File: config.mk
export PLATFORM = sky130hd
export DESIGN_NAME = riscv_core_sequencer_flat
export DESIGN_NICKNAME = d
export VERILOG_FILES = /design/src/rtl/riscv_ctrl_pkg.sv /design/src/rtl/riscv_core_sequencer_if.sv /design/src/rtl/riscv_imem_wr_stage.sv /design/src/rtl/riscv_core_sequencer.sv /design/src/flat_wrapper.sv
export SDC_FILE = /design/constraint.sdc
export NUM_CORES = 1
export LEC_CHECK = 0
export ABC_CLOCK_PERIOD_IN_PS = 4700
export BUFFER_PORTS_ARGS = -buffer_cell sky130_fd_sc_hd__buf_4
export CAP_MARGIN = 5
export CORE_ASPECT_RATIO = 0.5
export CORE_MARGIN = 4
export CORE_UTILIZATION = 53
export DETAILED_ROUTE_END_ITERATION = 16
export PLACE_DENSITY_LB_ADDON = 0.2
export RECOVER_POWER = 25
export SLEW_MARGIN = 0
export SYNTH_ARGS = -nofsm -noshare
export SYNTH_HDL_FRONTEND = slang
export SYNTH_SLANG_ARGS = --single-unit
File: constraint.sdc
create_clock -name S_AXI_ACLK -period 4.7 [get_ports S_AXI_ACLK]
set_input_delay 1.175 -clock S_AXI_ACLK [delete_from_list [all_inputs] [get_ports S_AXI_ACLK]]
set_output_delay 1.175 -clock S_AXI_ACLK [all_outputs]
set_load 0.01 [all_outputs]
File: src/rtl/riscv_ctrl_pkg.sv
// rtl/riscv_ctrl_pkg.sv - shared types and defaults for the core sequencer
package riscv_ctrl_pkg;

  typedef enum logic [1:0] {
    IDLE  = 2'd0,
    RESET = 2'd1,
    RUN   = 2'd2,
    DONE  = 2'd3
  } seq_state_e;

  localparam int NUM_CYCLE_W_DEF     = 32;
  localparam int IMEM_ADDR_W_DEF     = 10;
  localparam int DATA_W_DEF          = 32;
  localparam int CORE_RST_CYCLES_DEF = 4;

endpackage

File: src/rtl/riscv_core_sequencer_if.sv
// rtl/riscv_core_sequencer_if.sv - register-side control and core/IMEM-side outputs of the sequencer
interface riscv_core_sequencer_if
  import riscv_ctrl_pkg::*;
#(
  parameter int NUM_CYCLE_W = NUM_CYCLE_W_DEF,
  parameter int IMEM_ADDR_W = IMEM_ADDR_W_DEF,
  parameter int DATA_W      = DATA_W_DEF
);
  logic                   i_run;
  logic [NUM_CYCLE_W-1:0] i_num_cycle;
  logic                   i_mem_reset_n;
  logic                   i_instr_write;
  logic [31:0]            i_instr_addr;
  logic [DATA_W-1:0]      i_instr_data;
  logic                   o_idle;
  logic                   o_running;
  logic                   o_done;
  logic                   o_core_rst_n;
  logic                   o_core_en;
  logic                   o_imem_rst_n;
  logic                   o_imem_we;
  logic [IMEM_ADDR_W-1:0] o_imem_addr;
  logic [DATA_W-1:0]      o_imem_wdata;
  logic [NUM_CYCLE_W-1:0] o_cycle_cnt;
  logic                   o_wr_drop;

  modport master (
    output i_run, i_num_cycle, i_mem_reset_n, i_instr_write, i_instr_addr, i_instr_data,
    input  o_idle, o_running, o_done, o_core_rst_n, o_core_en, o_imem_rst_n,
           o_imem_we, o_imem_addr, o_imem_wdata, o_cycle_cnt, o_wr_drop
  );

  modport slave (
    input  i_run, i_num_cycle, i_mem_reset_n, i_instr_write, i_instr_addr, i_instr_data,
    output o_idle, o_running, o_done, o_core_rst_n, o_core_en, o_imem_rst_n,
           o_imem_we, o_imem_addr, o_imem_wdata, o_cycle_cnt, o_wr_drop
  );
endinterface

File: src/rtl/riscv_imem_wr_stage.sv
// rtl/riscv_imem_wr_stage.sv - registered IMEM write strobe/address/data and sticky drop flag
module riscv_imem_wr_stage #(
  parameter int IMEM_ADDR_W = 10,
  parameter int DATA_W      = 32
) (
  input  logic                   clk_i,
  input  logic                   rst_ni,
  input  logic                   write_i,
  input  logic                   allow_i,
  input  logic                   clr_i,
  input  logic [IMEM_ADDR_W-1:0] addr_i,
  input  logic [DATA_W-1:0]      data_i,
  output logic                   we_o,
  output logic [IMEM_ADDR_W-1:0] addr_o,
  output logic [DATA_W-1:0]      data_o,
  output logic                   drop_o
);
  logic                   we_q, we_d;
  logic [IMEM_ADDR_W-1:0] addr_q, addr_d;
  logic [DATA_W-1:0]      data_q, data_d;
  logic                   drop_q, drop_d;

  // Accepted writes load addr/data for one strobe cycle; refused writes set the sticky drop flag
  always_comb begin
    we_d   = write_i && allow_i;
    addr_d = addr_q;
    data_d = data_q;
    drop_d = drop_q;
    if (we_d) begin
      addr_d = addr_i;
      data_d = data_i;
    end
    if (clr_i) begin
      drop_d = 1'b0;
    end else if (write_i && !allow_i) begin
      drop_d = 1'b1;
    end
  end

  // Write-path registers
  always_ff @(posedge clk_i or negedge rst_ni) begin
    if (!rst_ni) begin
      we_q   <= 1'b0;
      addr_q <= '0;
      data_q <= '0;
      drop_q <= 1'b0;
    end else begin
      we_q   <= we_d;
      addr_q <= addr_d;
      data_q <= data_d;
      drop_q <= drop_d;
    end
  end

  assign we_o   = we_q;
  assign addr_o = addr_q;
  assign data_o = data_q;
  assign drop_o = drop_q;
endmodule

File: src/rtl/riscv_core_sequencer.sv
// rtl/riscv_core_sequencer.sv - turns run/write ticks into core reset, bounded run and IMEM writes
module riscv_core_sequencer
  import riscv_ctrl_pkg::*;
#(
  parameter int NUM_CYCLE_W     = NUM_CYCLE_W_DEF,
  parameter int IMEM_ADDR_W     = IMEM_ADDR_W_DEF,
  parameter int DATA_W          = DATA_W_DEF,
  parameter int CORE_RST_CYCLES = CORE_RST_CYCLES_DEF
) (
  input logic                   S_AXI_ACLK,
  input logic                   S_AXI_ARESETN,
  riscv_core_sequencer_if.slave bus
);
  localparam int RW = (CORE_RST_CYCLES > 1) ? $clog2(CORE_RST_CYCLES) : 1;

  seq_state_e             state_q, state_d;
  logic [NUM_CYCLE_W-1:0] n_q, n_d;
  logic [NUM_CYCLE_W-1:0] cnt_q, cnt_d;
  logic [RW-1:0]          rcnt_q, rcnt_d;
  logic                   core_rst_n_q, core_rst_n_d;
  logic                   core_en_q, core_en_d;
  logic                   done_q, done_d;
  logic                   imem_rst_n_q;
  logic                   wr_allow;
  logic                   run_accept;
  logic                   unused_addr_bits;

  assign wr_allow   = (state_q == IDLE) && bus.i_mem_reset_n;
  assign run_accept = wr_allow && bus.i_run;

  // Byte address: only the word index inside the IMEM is used, the rest wraps
  assign unused_addr_bits = ^{bus.i_instr_addr[31:IMEM_ADDR_W+2], bus.i_instr_addr[1:0]};

  // Next state, run length latch, elapsed-cycle counter and core reset level
  always_comb begin
    state_d      = state_q;
    n_d          = n_q;
    cnt_d        = cnt_q;
    rcnt_d       = rcnt_q;
    core_rst_n_d = core_rst_n_q;
    if (!bus.i_mem_reset_n) begin
      state_d      = IDLE;
      core_rst_n_d = 1'b0;
    end else begin
      case (state_q)
        IDLE: begin
          if (bus.i_run) begin
            n_d          = bus.i_num_cycle;
            cnt_d        = '0;
            rcnt_d       = '0;
            core_rst_n_d = 1'b0;
            state_d      = RESET;
          end
        end
        RESET: begin
          if (rcnt_q == RW'(CORE_RST_CYCLES - 1)) begin
            core_rst_n_d = 1'b1;
            state_d      = (n_q != '0) ? RUN : DONE;
          end else begin
            rcnt_d = rcnt_q + RW'(1);
          end
        end
        RUN: begin
          cnt_d = (&cnt_q) ? cnt_q : cnt_q + NUM_CYCLE_W'(1);
          if (cnt_d == n_q) begin
            state_d = DONE;
          end
        end
        DONE:    state_d = IDLE;
        default: state_d = IDLE;
      endcase
    end
    core_en_d = (state_d == RUN);
    done_d    = (state_d == DONE);
  end

  // FSM and counter registers; all outputs come straight from flops
  always_ff @(posedge S_AXI_ACLK or negedge S_AXI_ARESETN) begin
    if (!S_AXI_ARESETN) begin
      state_q      <= IDLE;
      n_q          <= '0;
      cnt_q        <= '0;
      rcnt_q       <= '0;
      core_rst_n_q <= 1'b0;
      core_en_q    <= 1'b0;
      done_q       <= 1'b0;
      imem_rst_n_q <= 1'b0;
    end else begin
      state_q      <= state_d;
      n_q          <= n_d;
      cnt_q        <= cnt_d;
      rcnt_q       <= rcnt_d;
      core_rst_n_q <= core_rst_n_d;
      core_en_q    <= core_en_d;
      done_q       <= done_d;
      imem_rst_n_q <= bus.i_mem_reset_n;
    end
  end

  riscv_imem_wr_stage #(
    .IMEM_ADDR_W (IMEM_ADDR_W),
    .DATA_W      (DATA_W)
  ) u_wr_stage (
    .clk_i   (S_AXI_ACLK),
    .rst_ni  (S_AXI_ARESETN),
    .write_i (bus.i_instr_write),
    .allow_i (wr_allow),
    .clr_i   (run_accept),
    .addr_i  (bus.i_instr_addr[IMEM_ADDR_W+1:2]),
    .data_i  (bus.i_instr_data),
    .we_o    (bus.o_imem_we),
    .addr_o  (bus.o_imem_addr),
    .data_o  (bus.o_imem_wdata),
    .drop_o  (bus.o_wr_drop)
  );

  assign bus.o_idle       = (state_q == IDLE);
  assign bus.o_running    = (state_q == RESET) || (state_q == RUN);
  assign bus.o_done       = done_q;
  assign bus.o_core_rst_n = core_rst_n_q;
  assign bus.o_core_en    = core_en_q;
  assign bus.o_imem_rst_n = imem_rst_n_q;
  assign bus.o_cycle_cnt  = cnt_q;
endmodule

File: src/flat_wrapper.sv
// flat-port wrapper written by rule: the top's interface ports become plain ports
module riscv_core_sequencer_flat import riscv_ctrl_pkg::*;
#(
  parameter int NUM_CYCLE_W     = NUM_CYCLE_W_DEF,
  parameter int IMEM_ADDR_W     = IMEM_ADDR_W_DEF,
  parameter int DATA_W          = DATA_W_DEF,
  parameter int CORE_RST_CYCLES = CORE_RST_CYCLES_DEF
)
  (S_AXI_ACLK, S_AXI_ARESETN, bus_i_run, bus_i_num_cycle, bus_i_mem_reset_n, bus_i_instr_write, bus_i_instr_addr, bus_i_instr_data, bus_o_idle, bus_o_running, bus_o_done, bus_o_core_rst_n, bus_o_core_en, bus_o_imem_rst_n, bus_o_imem_we, bus_o_imem_addr, bus_o_imem_wdata, bus_o_cycle_cnt, bus_o_wr_drop);
  riscv_core_sequencer_if #(.NUM_CYCLE_W(NUM_CYCLE_W), .IMEM_ADDR_W(IMEM_ADDR_W), .DATA_W(DATA_W)) bus_i ();
  input logic S_AXI_ACLK;
  input logic S_AXI_ARESETN;
  input wire logic [$bits(bus_i.i_run)-1:0] bus_i_run;
  input wire logic [$bits(bus_i.i_num_cycle)-1:0] bus_i_num_cycle;
  input wire logic [$bits(bus_i.i_mem_reset_n)-1:0] bus_i_mem_reset_n;
  input wire logic [$bits(bus_i.i_instr_write)-1:0] bus_i_instr_write;
  input wire logic [$bits(bus_i.i_instr_addr)-1:0] bus_i_instr_addr;
  input wire logic [$bits(bus_i.i_instr_data)-1:0] bus_i_instr_data;
  output wire logic [$bits(bus_i.o_idle)-1:0] bus_o_idle;
  output wire logic [$bits(bus_i.o_running)-1:0] bus_o_running;
  output wire logic [$bits(bus_i.o_done)-1:0] bus_o_done;
  output wire logic [$bits(bus_i.o_core_rst_n)-1:0] bus_o_core_rst_n;
  output wire logic [$bits(bus_i.o_core_en)-1:0] bus_o_core_en;
  output wire logic [$bits(bus_i.o_imem_rst_n)-1:0] bus_o_imem_rst_n;
  output wire logic [$bits(bus_i.o_imem_we)-1:0] bus_o_imem_we;
  output wire logic [$bits(bus_i.o_imem_addr)-1:0] bus_o_imem_addr;
  output wire logic [$bits(bus_i.o_imem_wdata)-1:0] bus_o_imem_wdata;
  output wire logic [$bits(bus_i.o_cycle_cnt)-1:0] bus_o_cycle_cnt;
  output wire logic [$bits(bus_i.o_wr_drop)-1:0] bus_o_wr_drop;
  assign bus_i.i_run = bus_i_run;
  assign bus_i.i_num_cycle = bus_i_num_cycle;
  assign bus_i.i_mem_reset_n = bus_i_mem_reset_n;
  assign bus_i.i_instr_write = bus_i_instr_write;
  assign bus_i.i_instr_addr = bus_i_instr_addr;
  assign bus_i.i_instr_data = bus_i_instr_data;
  assign bus_o_idle = bus_i.o_idle;
  assign bus_o_running = bus_i.o_running;
  assign bus_o_done = bus_i.o_done;
  assign bus_o_core_rst_n = bus_i.o_core_rst_n;
  assign bus_o_core_en = bus_i.o_core_en;
  assign bus_o_imem_rst_n = bus_i.o_imem_rst_n;
  assign bus_o_imem_we = bus_i.o_imem_we;
  assign bus_o_imem_addr = bus_i.o_imem_addr;
  assign bus_o_imem_wdata = bus_i.o_imem_wdata;
  assign bus_o_cycle_cnt = bus_i.o_cycle_cnt;
  assign bus_o_wr_drop = bus_i.o_wr_drop;
  riscv_core_sequencer #(.NUM_CYCLE_W(NUM_CYCLE_W), .IMEM_ADDR_W(IMEM_ADDR_W), .DATA_W(DATA_W), .CORE_RST_CYCLES(CORE_RST_CYCLES)) u_core (.S_AXI_ACLK(S_AXI_ACLK), .S_AXI_ARESETN(S_AXI_ARESETN), .bus(bus_i));
endmodule
# Word-level counts from Yosys, hierarchy flattened
# Index checks and enable logic that the tools add are counted.
[totals]
register_bits = 116
latchBits = 0
mem_bits_rw = 0
rom_bits = 0
inputBits = 101
wordCells = 60
mem_count = 0
[classes]
addsub = 2
n_mul = 0
div_mod_pow = 0
magnitude_cmp = 0
n_eq_ne = 12
n_shift = 0
mux = 18
n_bitwise = 0
reduce_logical = 16
[op_table]
columns = ["cell", "n"]
rows = [
  ["2-to-1 mux 32 bit", 2],
  ["case mux 32 bit (2 select lines)", 1],
  ["adder 32 x 1 -> 32 bit, second input constant", 1],
  ["== test 32 bit", 1],
  ["AND reduction 32 bit", 1],
  ["nonzero test 32 bit", 1],
  ["2-to-1 mux 2 bit", 6],
  ["== test 2 bit, second input constant", 5],
  ["AND reduction 3 bit", 3],
  ["case mux 2 bit (4 select lines)", 1],
  ["2-to-1 mux 1 bit", 6],
  ["nonzero test 2 bit", 3],
  ["logical AND 1 bit", 4],
  ["!= test 2 bit, second input constant", 2],
  ["case mux 2 bit (2 select lines)", 1],
  ["AND reduction 4 bit", 1],
  ["!= test 3 x 1 -> 1 bit, second input constant", 1],
  ["!= test 3 x 2 -> 1 bit, second input constant", 1],
  ["!= test 3 bit, second input constant", 1],
  ["adder 2 x 1 -> 2 bit, second input constant", 1],
  ["== test 2 x 1 -> 1 bit, second input constant", 1],
  ["zero test 2 bit", 1],
  ["case mux 1 bit (2 select lines)", 1],
  ["zero test 1 bit", 1],
  ["logical OR 1 bit", 1],
]

# Depth between registers and ports, before layout
# Gate-level depths: netlist (run 1).
[depth]
word_depth = 7
depth_mapped = 11
mapped_depth_nobuf = 9

# Cells and area by module
# A second synthesis (run 1) with hierarchy kept.
[unflattened]
cells_unflattened = 620
hier_area_um2 = 6563.8
[by_module_without_submodules]
columns = ["mod", "n_inst", "cells_per_inst", "area_per_inst_um2", "seq_area_each_um2"]
rows = [
  ["riscv_core_sequencer", 1, 525, 4768.3, 1801.7],
  ["riscv_imem_wr_stage", 1, 95, 1795.5, 1101.1],
]

# Worst setup path before layout (run 1)
# No wires, ideal clock.
[synth_path]
kind = "register to register"
start = "register u_core.cnt_q[1], in the netlist u_core.bus.o_cycle_cnt[1]"
end = "register u_core.core_en_q, in the netlist u_core.bus.o_core_en"
setup_ps = 120
t_arrival_ps = 3631
required_ps = 4580
slack_ps = 949
path_stages_with_launch = 11
period_less_slack_ps = 3751
cell_sequence = "dfrtp_1 ha_1 nand4_2 or4_2 clkbuf_1 a2111oi_2 xnor2_1 nand4_1 or4_1 or4_4 and3_1"
[synth_via]
elab_chain_cells = 7
[synth_lines]
columns = ["item", "line", "text"]
rows = [
  ["start, declared", "riscv_core_sequencer.sv:18", "logic [NUM_CYCLE_W-1:0] cnt_q, cnt_d;"],
  ["start signal, assigned", "riscv_core_sequencer.sv:91", "cnt_q <= cnt_d;"],
  ["adder 32 x 1 -> 32 bit / AND reduction 32 bit (equally long branches)", "riscv_core_sequencer.sv:64", "cnt_d = (&cnt_q) ? cnt_q : cnt_q + NUM_CYCLE_W'(1);"],
  ["2-to-1 mux 32 bit *", "riscv_core_sequencer.sv:64", ""],
  ["== test 32 bit *", "riscv_core_sequencer.sv:65", "if (cnt_d == n_q) begin"],
  ["2-to-1 mux 2 bit *", "riscv_core_sequencer.sv:65", ""],
  ["case mux 2 bit (4 select lines) *", "riscv_core_sequencer.sv:45", "case (state_q)"],
  ["2-to-1 mux 2 bit *", "riscv_core_sequencer.sv:41", "if (!bus.i_mem_reset_n) begin"],
  ["== test 2 bit *", "riscv_core_sequencer.sv:73", "core_en_d = (state_d == RUN);"],
  ["via u_core.core_en_d", "riscv_core_sequencer.sv:21", "logic core_en_q, core_en_d;"],
  ["end signal, assigned", "riscv_core_sequencer.sv:94", "core_en_q <= core_en_d;"],
  ["end, declared", "riscv_core_sequencer.sv:21", ""],
]
# Mark *: on every way through the listed nets, which the timed path passes. The rest lies on a longest branch.
# A chain may end at the register's enable or synchronous reset.

# Worst setup path in the final report (run 1)
[layout_path]
start = "register u_core.cnt_q[0], in the netlist u_core.bus.o_cycle_cnt[0]"
end = "register u_core.core_en_q, in the netlist u_core.bus.o_core_en"
# The elaborated chain is that of the path after synthesis.

==> flow_summary.yaml, run 1 <==
run_status:
  outcome: "complete, but fails checks"
  violations: "capacitance limit, slew limit"
routing:
  wl_mm: 18.5
  routedWlPerCell_um: 20.1
  drc: 0
  firstDrtPassIters: 8
  drtIter0Drc: 441
  detail-route-antenna-nets: 0
  vias: 5508
  viasPerCell: 5.98
clocking:
  cts_setup_buffers: 0
  clk_latency_ns: 0.41
  h-tree-depth: 4
  cts_tree: "built"
  numClockSinks: 116
  cts_buffers: 17
  hold_buffers: 0
  clockRootBuffer: "clkbuf_16"
  cts_buffer_depth: 2
  path_clk_slew_ns: 0.06
  cts_resized: 0
cells_and_area:
  area_delta_synth_final_pct: 29.8
  final_cells: 921
  drive_gt1_frac: 0.379
  nNetsFinal: 856
  final_util: 0.726
  seqCellArea_mm2: 0.00290
  n_antenna_cell: 0
  fillers: 840
  multi_input_area_mm2: 0.00323
critical_path:
  startpoint_type: "register"
  cp_num_buf_inv: 0
  critPathTopFamily: "simple AND/OR/NAND/NOR gates"
  crit_arrival_ns: 4.46
  endpoint_kind: "register"
  cpMaxStageDelayCell: "or4_2"
  slowest_delay_ns: 0.85
  crit_type: "register to register"
  worstPathCellList: "ha_1 > nand4_2 > or4_2 > a2111oi_2 > xnor2_1 > nand4_1 > or4_1 > or4_4 > and3_1"
  cp_max_fo: 9
  worstPathRequired_ns: 5.01
sta:
  post-route-period-util: 0.885
  rsz0062_at_grt: "false"
  drv_slew: 47
  period_needed_ns: 4.16
  hold_viol: 0
  skew_ns: 0.0105
  hold_slack_ns: 0.506
  setup-tns-final_ns: 0
  max_freq_ghz: 0.240
  worst_pin_slew_ns: 2.60
  finalSetupViolations: 0
  maxSlewHeadroom: -0.732
placement:
  finalWeightedCongestion: 0.957
  dp_hpwl_mm: 13.8
  port_buffers: 160
  place_inst: 889
power_and_ir_drop:
  p_leak_nw: 3.68
  max-vdd-ir-drop_uv: 243
  p_total_mw: 3.27
  power_density_mw_per_mm2: 398
min_path:
  hp-class: "register to register"
floorplan:
  rows: 27
  boundaryPins: 183
  dieArea_mm2: 0.0139
  die_x_um: 163
  initial_core_util: 0.559
  core_area_mm2: 0.0113
  die_h_um: 85.3
logic_synthesis:
  synth.most_common_cell: "dfrtp_1"
  ys_async_sr_fraction: 1.00
  yosysSeqAreaShare: 0.459
  synthFlopType: "dfrtp_1"
  synth_top_area_cell: "dfrtp_1"
  synthTopCellsByArea: "dfrtp_1 (46%), mux2_2 (13%), xnor2_1 (4.4%), o21ai_0 (3.6%), nand2_1 (2.6%)"
  netlist.area_leader.share: 0.459
  ys_types: 62
  syn_area_per_cell_um2: 10.5
  synthCells: 600
  synth_edf_count: 0
  synth_common_cells: "dfrtp_1 (116), mux2_2 (74), o21ai_0 (45), nand2_1 (43), xnor2_1 (32)"
  synth_seq_cells: 116
  synth.cell_area_mm2: 0.00633
  synth_warnings: 0
  synthesis.nets: 707
global_routing:
  grt_pass1_vias: 5331
  grt_pass1_wl_mm: 28.9
  grt_usage: 0.266
  antenna_found_initial: 0
  grt_max_degree: 47
  grt_overflow: 0
run:
  cap_violations: 1
final cells by class:
| class | instances | share of cell area |
|---|---|---|
| Clock inverter | 15 | 0.0222 |
| Sequential cell | 116 | 0.353 |
| Multi-Input combinational cell | 439 | 0.393 |
| Clock buffer | 17 | 0.0518 |
| Timing Repair Buffer | 168 | 0.152 |
| Tap cell | 159 | 0.0242 |
| Inverter | 7 | 0.00320 |
cell usage in the layout (no fill, tap or decap), drive strengths merged, types with 2 or more instances in the layout:
cell type,instances
buf,165
dfrtp,116
mux2,74
o21ai,45
nand2,44
xnor2,32
nor2,27
nand4,25
a21oi,23
nand3,23
clkbuf,20
inv,18
xor2,16
o31ai,13
nor4,11
and4,10
and3,9
and2,9
nor3,8
a31oi,7
ha,6
nand2b,5
a2111oi,5
or4,5
a22o,4
nor4b,3
o2111ai,3
a211oi,3
mux2i,3
nor3b,2
a21o,2
o21a,2
o211ai,2
o311ai,2
bufinv,2
a311oi,2
per-stage QoR:
| stage | instance area, um2 | setup slack, ns |
|---|---|---|
| finish | 8220 | 0.540 |
| global route | 8220 | 0.407 |
| CTS | 8230 | 0.599 |
| detailed placement | 7620 | 0.618 |
| global placement | 7620 | 0.669 |
| floorplan | 6330 | 0.949 |
report_power, final:
group          leakage [nW]  total [mW]  internal [mW]  switching (mW)
logic                  1.93       0.632          0.355           0.277
clock network         0.298        1.36          0.808           0.550
registers              1.45        1.28           1.15           0.130
final timing paths:
| check | end | slack (ns) | cells past startpoint | start |
|---|---|---|---|---|
| setup / recovery | u_core.bus.o_core_en | 0.54 | 9 | u_core.bus.o_cycle_cnt[0] |
| hold / removal | u_core.u_wr_stage.data_o[7] | 0.51 | 1 | u_core.u_wr_stage.data_o[7] |
| setup reg to reg | u_core.bus.o_core_en | 0.54 | 9 | u_core.bus.o_cycle_cnt[0] |
| hold reg to reg | u_core.u_wr_stage.data_o[7] | 0.51 | 1 | u_core.u_wr_stage.data_o[7] |
| max in group asynchronous | u_core.u_wr_stage.addr_o[6] | 1.21 | 2 | S_AXI_ARESETN |
| min in group asynchronous | u_core.bus.o_cycle_cnt[28] | 1.57 | 1 | S_AXI_ARESETN |
per-layer routing:
layer	global-route usage	share of wire
met3	0.0907	0.11
met1	0.358	0.42
met5	0	0
met2	0.413	0.46
met4	0.0767	0.014
sequential cells by signal (all words and copies together), names as in the netlist:
| register | count |
|---|---|
| u_core.n_q | 32 |
| u_core.bus.o_cycle_cnt | 32 |
| u_core.u_wr_stage.data_o | 32 |
| u_core.bus.o_done | 1 |
| u_core.u_wr_stage.we_o | 1 |
| u_core.u_wr_stage.drop_o | 1 |
| u_core.bus.o_core_rst_n | 1 |
| u_core.bus.o_imem_rst_n | 1 |
| u_core.state_q | 2 |
| u_core.bus.o_core_en | 1 |
| u_core.u_wr_stage.addr_o | 10 |
| u_core.rcnt_q | 2 |
logic make-up after synthesis:
family / share of synthesized area
and+or+nand+nor: 0.171
AOI/OAI and AO/OA: 0.123
DFF: 0.459
muxes: 0.136
xor gates and xnor gates: 0.0664
buffers and inverters: 0.0328
adders and majority gates: 0.0119
Power figures use the tool's default switching activity.
==> inputs of run 2 (changes only) <==
--- a/config.mk
+++ b/config.mk
@@ -17,4 +17,5 @@
 export SLEW_MARGIN = 0
 export SYNTH_ARGS = -nofsm -noshare
 export SYNTH_HDL_FRONTEND = slang
+export SYNTH_HIERARCHICAL = 1
 export SYNTH_SLANG_ARGS = --single-unit
==> run 2 against run 1 <==
The run still ends with capacitance limit, slew limit left. Global-route usage is 0.62 points higher. Largest cell class unchanged. Utilization is 2.7 points lower. Critical endpoint is now u_core/bus.o_core_en. Non-clock buffer count is 1 lower. Largest power group is now sequential cells.
==> flow_summary.yaml, run 2 <==
logic_synthesis:
  ys_types: 68
  synth_edf_count: 0
  synthCells: 620
  yosysSeqAreaShare: 0.442
  synthFlopType: "dfrtp_1"
  synth_warnings: 6
  netlist.area_leader.share: 0.442
  syn_area_per_cell_um2: 10.6
  synth.most_common_cell: "dfrtp_1"
  ys_async_sr_fraction: 1.00
  synthesis.nets: 727
  synth.cell_area_mm2: 0.00656
  synthTopCellsByArea: "dfrtp_1 (44%), mux2_4 (8.9%), mux2_2 (6.2%), xnor2_1 (3.7%), nand2_1 (3.1%)"
  synth_common_cells: "dfrtp_1 (116), nand2_1 (55), mux2_4 (39), o21ai_0 (37), mux2_2 (36)"
  synth_seq_cells: 116
  synth_top_area_cell: "dfrtp_1"
run:
  cap_violations: 1
clocking:
  h-tree-depth: 4
  cts_resized: 0
  clockRootBuffer: "clkbuf_16"
  cts_tree: "built"
  cts_buffer_depth: 2
  hold_buffers: 0
  clk_latency_ns: 0.41
  cts_buffers: 17
  numClockSinks: 116
  cts_setup_buffers: 0
  path_clk_slew_ns: 0.06
cells_and_area:
  nNetsFinal: 872
  final_common_cell: "buf_4"
  multi_input_area_mm2: 0.00334
  fillers: 916
  seqCellArea_mm2: 0.00290
  final_cell_mix: "buf_4 (164), dfrtp_1 (116), nand2_1 (55)"
  drive_gt1_frac: 0.368
  n_antenna_cell: 0
  area_delta_synth_final_pct: 27.1
floorplan:
  core_area_mm2: 0.0119
  die_x_um: 165
  dieArea_mm2: 0.0143
  rows: 28
  die_h_um: 86.7
  initial_core_util: 0.549
  boundaryPins: 183
sta:
  post-route-period-util: 0.753
  hold_viol: 0
  rsz0062_at_grt: "false"
  skew_ns: 0.00890
  period_needed_ns: 3.54
  setup-tns-final_ns: 0
  worst_pin_slew_ns: 2.37
  maxSlewHeadroom: -0.581
  max_freq_ghz: 0.283
  drv_slew: 45
  finalSetupViolations: 0
power_and_ir_drop:
  p_leak_nw: 3.76
  power_switching_mw: 0.988
  power_density_mw_per_mm2: 409
  p_sw_frac: 0.290
  pwr-share-seq: 0.391
  max-vdd-ir-drop_uv: 240
  share_comb_of_total_power: 0.222
  pwr-share-clk: 0.386
  p_total_mw: 3.41
  p_int_mw: 2.42
run_status:
  outcome: "complete, but fails checks"
  violations: "capacitance limit, slew limit"
routing:
  drtIter0Drc: 562
  drc: 0
  viasPerCell: 5.98
  vias: 5637
  firstDrtPassIters: 5
  wl_mm: 19.1
  routedWlPerCell_um: 20.2
  detail-route-antenna-nets: 0
global_routing:
  grt_usage: 0.273
  grt_max_degree: 45
  grt_pass1_vias: 5627
  antenna_found_initial: 0
  grt_overflow: 0
  grt_pass1_wl_mm: 30.0
critical_path:
  cp_max_fo: 7
  startpoint_type: "register"
  crit_type: "register to register"
  r2r_setup_slack_ns: 1.16
  worstPathRequired_ns: 4.99
  crit_arrival_ns: 3.83
  endpoint_kind: "register"
min_path:
  hp-class: "register to register"
placement:
  finalWeightedCongestion: 0.987
  port_buffers: 160
  dp_hpwl_mm: 13.8
-- run 2: kinds of logic (layout without fill, tap and decap cells) --
group | Yosys count | after routing | synth area share
adder cells (fa/ha/maj) | 6 | 6 | 0.0114
XOR/XNOR | 42 | 42 | 0.0560
AO/OA/AOI/OAI | 113 | 113 | 0.111
flip-flops | 116 | 116 | 0.442
multiplexers | 78 | 78 | 0.156
AND/OR/NAND/NOR | 211 | 211 | 0.175
buffers and inverters | 54 | 212 | 0.0486
-- run 2: routing by layer --
layer	track usage	part of all wire
met5	0	0
met2	0.425	0.45
met4	0.0846	0.021
met1	0.358	0.41
met3	0.101	0.12
-- run 2: worst paths after layout --
kind,start,endpoint,cells after the start
setup / recovery,u_core/bus.o_cycle_cnt[0],u_core/bus.o_core_en,9
hold / removal,u_core/u_wr_stage/data_o[11],u_core/u_wr_stage/data_o[11],1
setup reg to reg,u_core/bus.o_cycle_cnt[0],u_core/bus.o_core_en,9
hold reg to reg,u_core/u_wr_stage/data_o[11],u_core/u_wr_stage/data_o[11],1
max in group asynchronous,S_AXI_ARESETN,u_core/u_wr_stage/data_o[22],2
min in group asynchronous,S_AXI_ARESETN,u_core/u_wr_stage/addr_o[1],1
-- run 2: power groups by stage --
stage	Clock, mW	Sequential (mW)	Combinational (mW)
6_report	1.32	1.33	0.758
5_1_grt	1.38	1.35	0.816
4_1_cts	1.33	1.33	0.761
3_5_place_dp	0	1.34	0.757
3_3_place_gp	0	1.34	0.734
2_1_floorplan	0	1.34	0.409
-- run 2: final cells by class --
type | instances | share of cell area
inverters | 13 | 0.00585
clock inverters | 13 | 0.0177
clock buffers | 19 | 0.0543
multi-input cells | 450 | 0.401
flip-flops and latches | 116 | 0.348
well taps | 165 | 0.0247
repair buffers | 167 | 0.149
-- run 2: critical path, stage by stage, from the launching register on --
cell and delay [ns]:
dfrtp_1 0.50, ha_1 0.31, nand3_1 0.20, or3_4 0.47, or4_1 0.70, xnor2_1 0.25
o21ai_0 0.12, nor4_1 0.34, nand4_1 0.28, o21ba_1 0.26
-- run 2: through the flow --
| stage | utilization | cells | cell area [um2] | setup slack (ns) | hold slack (ns) |
|---|---|---|---|---|---|
| 5_1_grt | 0.698 | 943 | 8340 | 0.727 | 0.524 |
| 3_5_place_dp | 0.649 | 911 | 7750 | 1.28 | 0.492 |
| 2_1_floorplan | - | 620 | 6560 | 1.80 | 0.493 |
| 4_1_cts | 0.699 | 943 | 8350 | 1.22 | 0.515 |
| 3_3_place_gp | 0.649 | 911 | 7750 | 1.33 | 0.491 |
| 6_report | 0.698 | 943 | 8340 | 1.16 | 0.512 |
==> inputs of run 3 (changes only) <==
--- a/config.mk
+++ b/config.mk
@@ -5,7 +5,7 @@
 export SDC_FILE = /design/constraint.sdc
 export NUM_CORES = 1
 export LEC_CHECK = 0
-export ABC_CLOCK_PERIOD_IN_PS = 4700
+export ABC_CLOCK_PERIOD_IN_PS = 3400
 export BUFFER_PORTS_ARGS = -buffer_cell sky130_fd_sc_hd__buf_4
 export CAP_MARGIN = 5
 export CORE_ASPECT_RATIO = 0.5
==> constraint.sdc (replaced) <==
create_clock -name S_AXI_ACLK -period 3.4 [get_ports S_AXI_ACLK]
set_input_delay 0.85 -clock S_AXI_ACLK [delete_from_list [all_inputs] [get_ports S_AXI_ACLK]]
set_output_delay 0.85 -clock S_AXI_ACLK [all_outputs]
set_load 0.01 [all_outputs]
==> run 3 against run 2 <==
Combinational power increased by 39%. Clock power increased by 48%. Register-to-register slack got worse by 0.97 ns. Largest cell class unchanged. Sequential power increased by 38%. Cell count increased by 2.5%. Sequential share of layout area decreased by 0.94 points. Critical path type unchanged. Hold slack about the same. Highest routed layer unchanged. Largest power group is now the clock network. Clock-buffer cell count unchanged. Critical endpoint unchanged. Utilization increased by 1.9 points. Via count increased by 2.9%. The run still ends with capacitance limit, slew limit left.
==> flow_summary.yaml, run 3 (synthesis gave the netlist of run 2 again) <==
critical_path:
  cp_max_fo: 6
  crit_type: "register to register"
  startpoint_type: "register"
  worstPathRequired_ns: 3.69
  endpoint_kind: "register"
  crit_arrival_ns: 3.49
clocking:
  clockRootBuffer: "clkbuf_16"
  cts_tree: "built"
  path_clk_slew_ns: 0.06
  numClockSinks: 116
  hold_buffers: 0
  cts_buffer_depth: 2
  clk_latency_ns: 0.42
  cts_resized: 0
  h-tree-depth: 4
  cts_buffers: 17
  cts_setup_buffers: 0
sta:
  maxSlewHeadroom: -0.0506
  period_needed_ns: 3.20
  finalSetupViolations: 0
  drv_slew: 117
  max_freq_ghz: 0.312
  post-route-period-util: 0.942
  worst_pin_slew_ns: 1.58
  hold_viol: 0
  skew_ns: 0.0154
  rsz0062_at_grt: "false"
  setup-tns-final_ns: 0
floorplan:
  initial_core_util: 0.549
  rows: 28
  boundaryPins: 183
  dieArea_mm2: 0.0143
  die_x_um: 165
  die_h_um: 86.7
  core_area_mm2: 0.0119
routing:
  detail-route-antenna-nets: 0
  firstDrtPassIters: 6
  drtIter0Drc: 528
  wl_mm: 19.7
  viasPerCell: 6.00
  drc: 0
  vias: 5803
  routedWlPerCell_um: 20.4
cells_and_area:
  n_antenna_cell: 0
  drive_gt1_frac: 0.388
  final_common_cell: "buf_4"
  final_cells: 967
  nNetsFinal: 896
  fillers: 897
  final_util: 0.718
  design_area_mm2: 0.00858
  final_cell_mix: "buf_4 (188), dfrtp_1 (116), nand2_1 (55)"
  area_delta_synth_final_pct: 30.7
global_routing:
  grt_overflow: 0
  grt_pass1_wl_mm: 30.5
  grt_max_degree: 117
  grt_usage: 0.277
  antenna_found_initial: 0
  grt_pass1_vias: 5679
power_and_ir_drop:
  p_leak_nw: 3.92
  p_total_mw: 4.86
  max-vdd-ir-drop_uv: 350
  power_density_mw_per_mm2: 566
placement:
  dp_hpwl_mm: 14.1
  place_inst: 935
  finalWeightedCongestion: 0.994
  port_buffers: 160
  post_dp_cell_area_mm2: 0.00795
run_status:
  outcome: "complete, but fails checks"
  violations: "capacitance limit, slew limit"
run:
  cap_violations: 1
min_path:
  hp-class: "register to register"
==> run 3: layer usage <==
layer | GRT usage | vias up | routed length (um) | share of wire
li1 | - | 2608 | - | -
met1 | 0.376 | 2834 | 8150 | 0.41
met2 | 0.423 | 324 | 8980 | 0.46
met3 | 0.0907 | 37 | 2190 | 0.11
met4 | 0.0883 | 0 | 369 | 0.019
met5 | 0 | - | 0 | 0
==> run 3: final timing paths <==
| path | startpoint | to | cells after the start | slack, ns |
|---|---|---|---|---|
| worst max-delay path | u_core/bus.o_cycle_cnt[1] | u_core/bus.o_core_en | 9 | 0.20 |
| worst min-delay path | u_core/u_wr_stage/data_o[5] | u_core/u_wr_stage/data_o[5] | 1 | 0.51 |
| worst max register to register | u_core/bus.o_cycle_cnt[1] | u_core/bus.o_core_en | 9 | 0.20 |
| worst min register to register | u_core/u_wr_stage/data_o[5] | u_core/u_wr_stage/data_o[5] | 1 | 0.51 |
| max in group asynchronous | S_AXI_ARESETN | u_core/bus.o_cycle_cnt[5] | 2 | 1.46 |
| min in group asynchronous | S_AXI_ARESETN | u_core/u_wr_stage/data_o[18] | 2 | 0.95 |
==> run 3: area by class of cell <==
cell class	count	area [um2]	area share
clock buffers	19	453	0.0528
clock inverters	13	194	0.0226
inverters	13	48.8	0.00569
multi-input cells	450	3340	0.390
flip-flops and latches	116	2900	0.338
well taps	165	206	0.0241
repair buffers	191	1430	0.167
==> run 3: critical path, stage by stage (launching register included) <==
cell	delay, ns
dfrtp_1	0.35
ha_1	0.25
nand3_1	0.13
or3_4	0.44
or4_1	0.70
nor3_4	0.29
xnor2_1	0.10
nor4_2	0.44
nand3_1	0.18
o21ba_1	0.20
==> run 3: through the flow <==
step / setup WS (ns) / hold WS [ns]
2_1_floorplan: 0.499 / 0.493
3_3_place_gp: 0.362 / 0.491
4_1_cts: 0.222 / 0.515
3_5_place_dp: 0.331 / 0.495
5_1_grt: 0.0990 / 0.528
6_report: 0.196 / 0.511
==> run 3: report_power, final <==
group	switching (mW)	total [mW]	internal, mW
sequential	0.228	1.84	1.62
combinational	0.440	1.05	0.610
clock	0.686	1.96	1.28
total	1.35	4.86	3.50
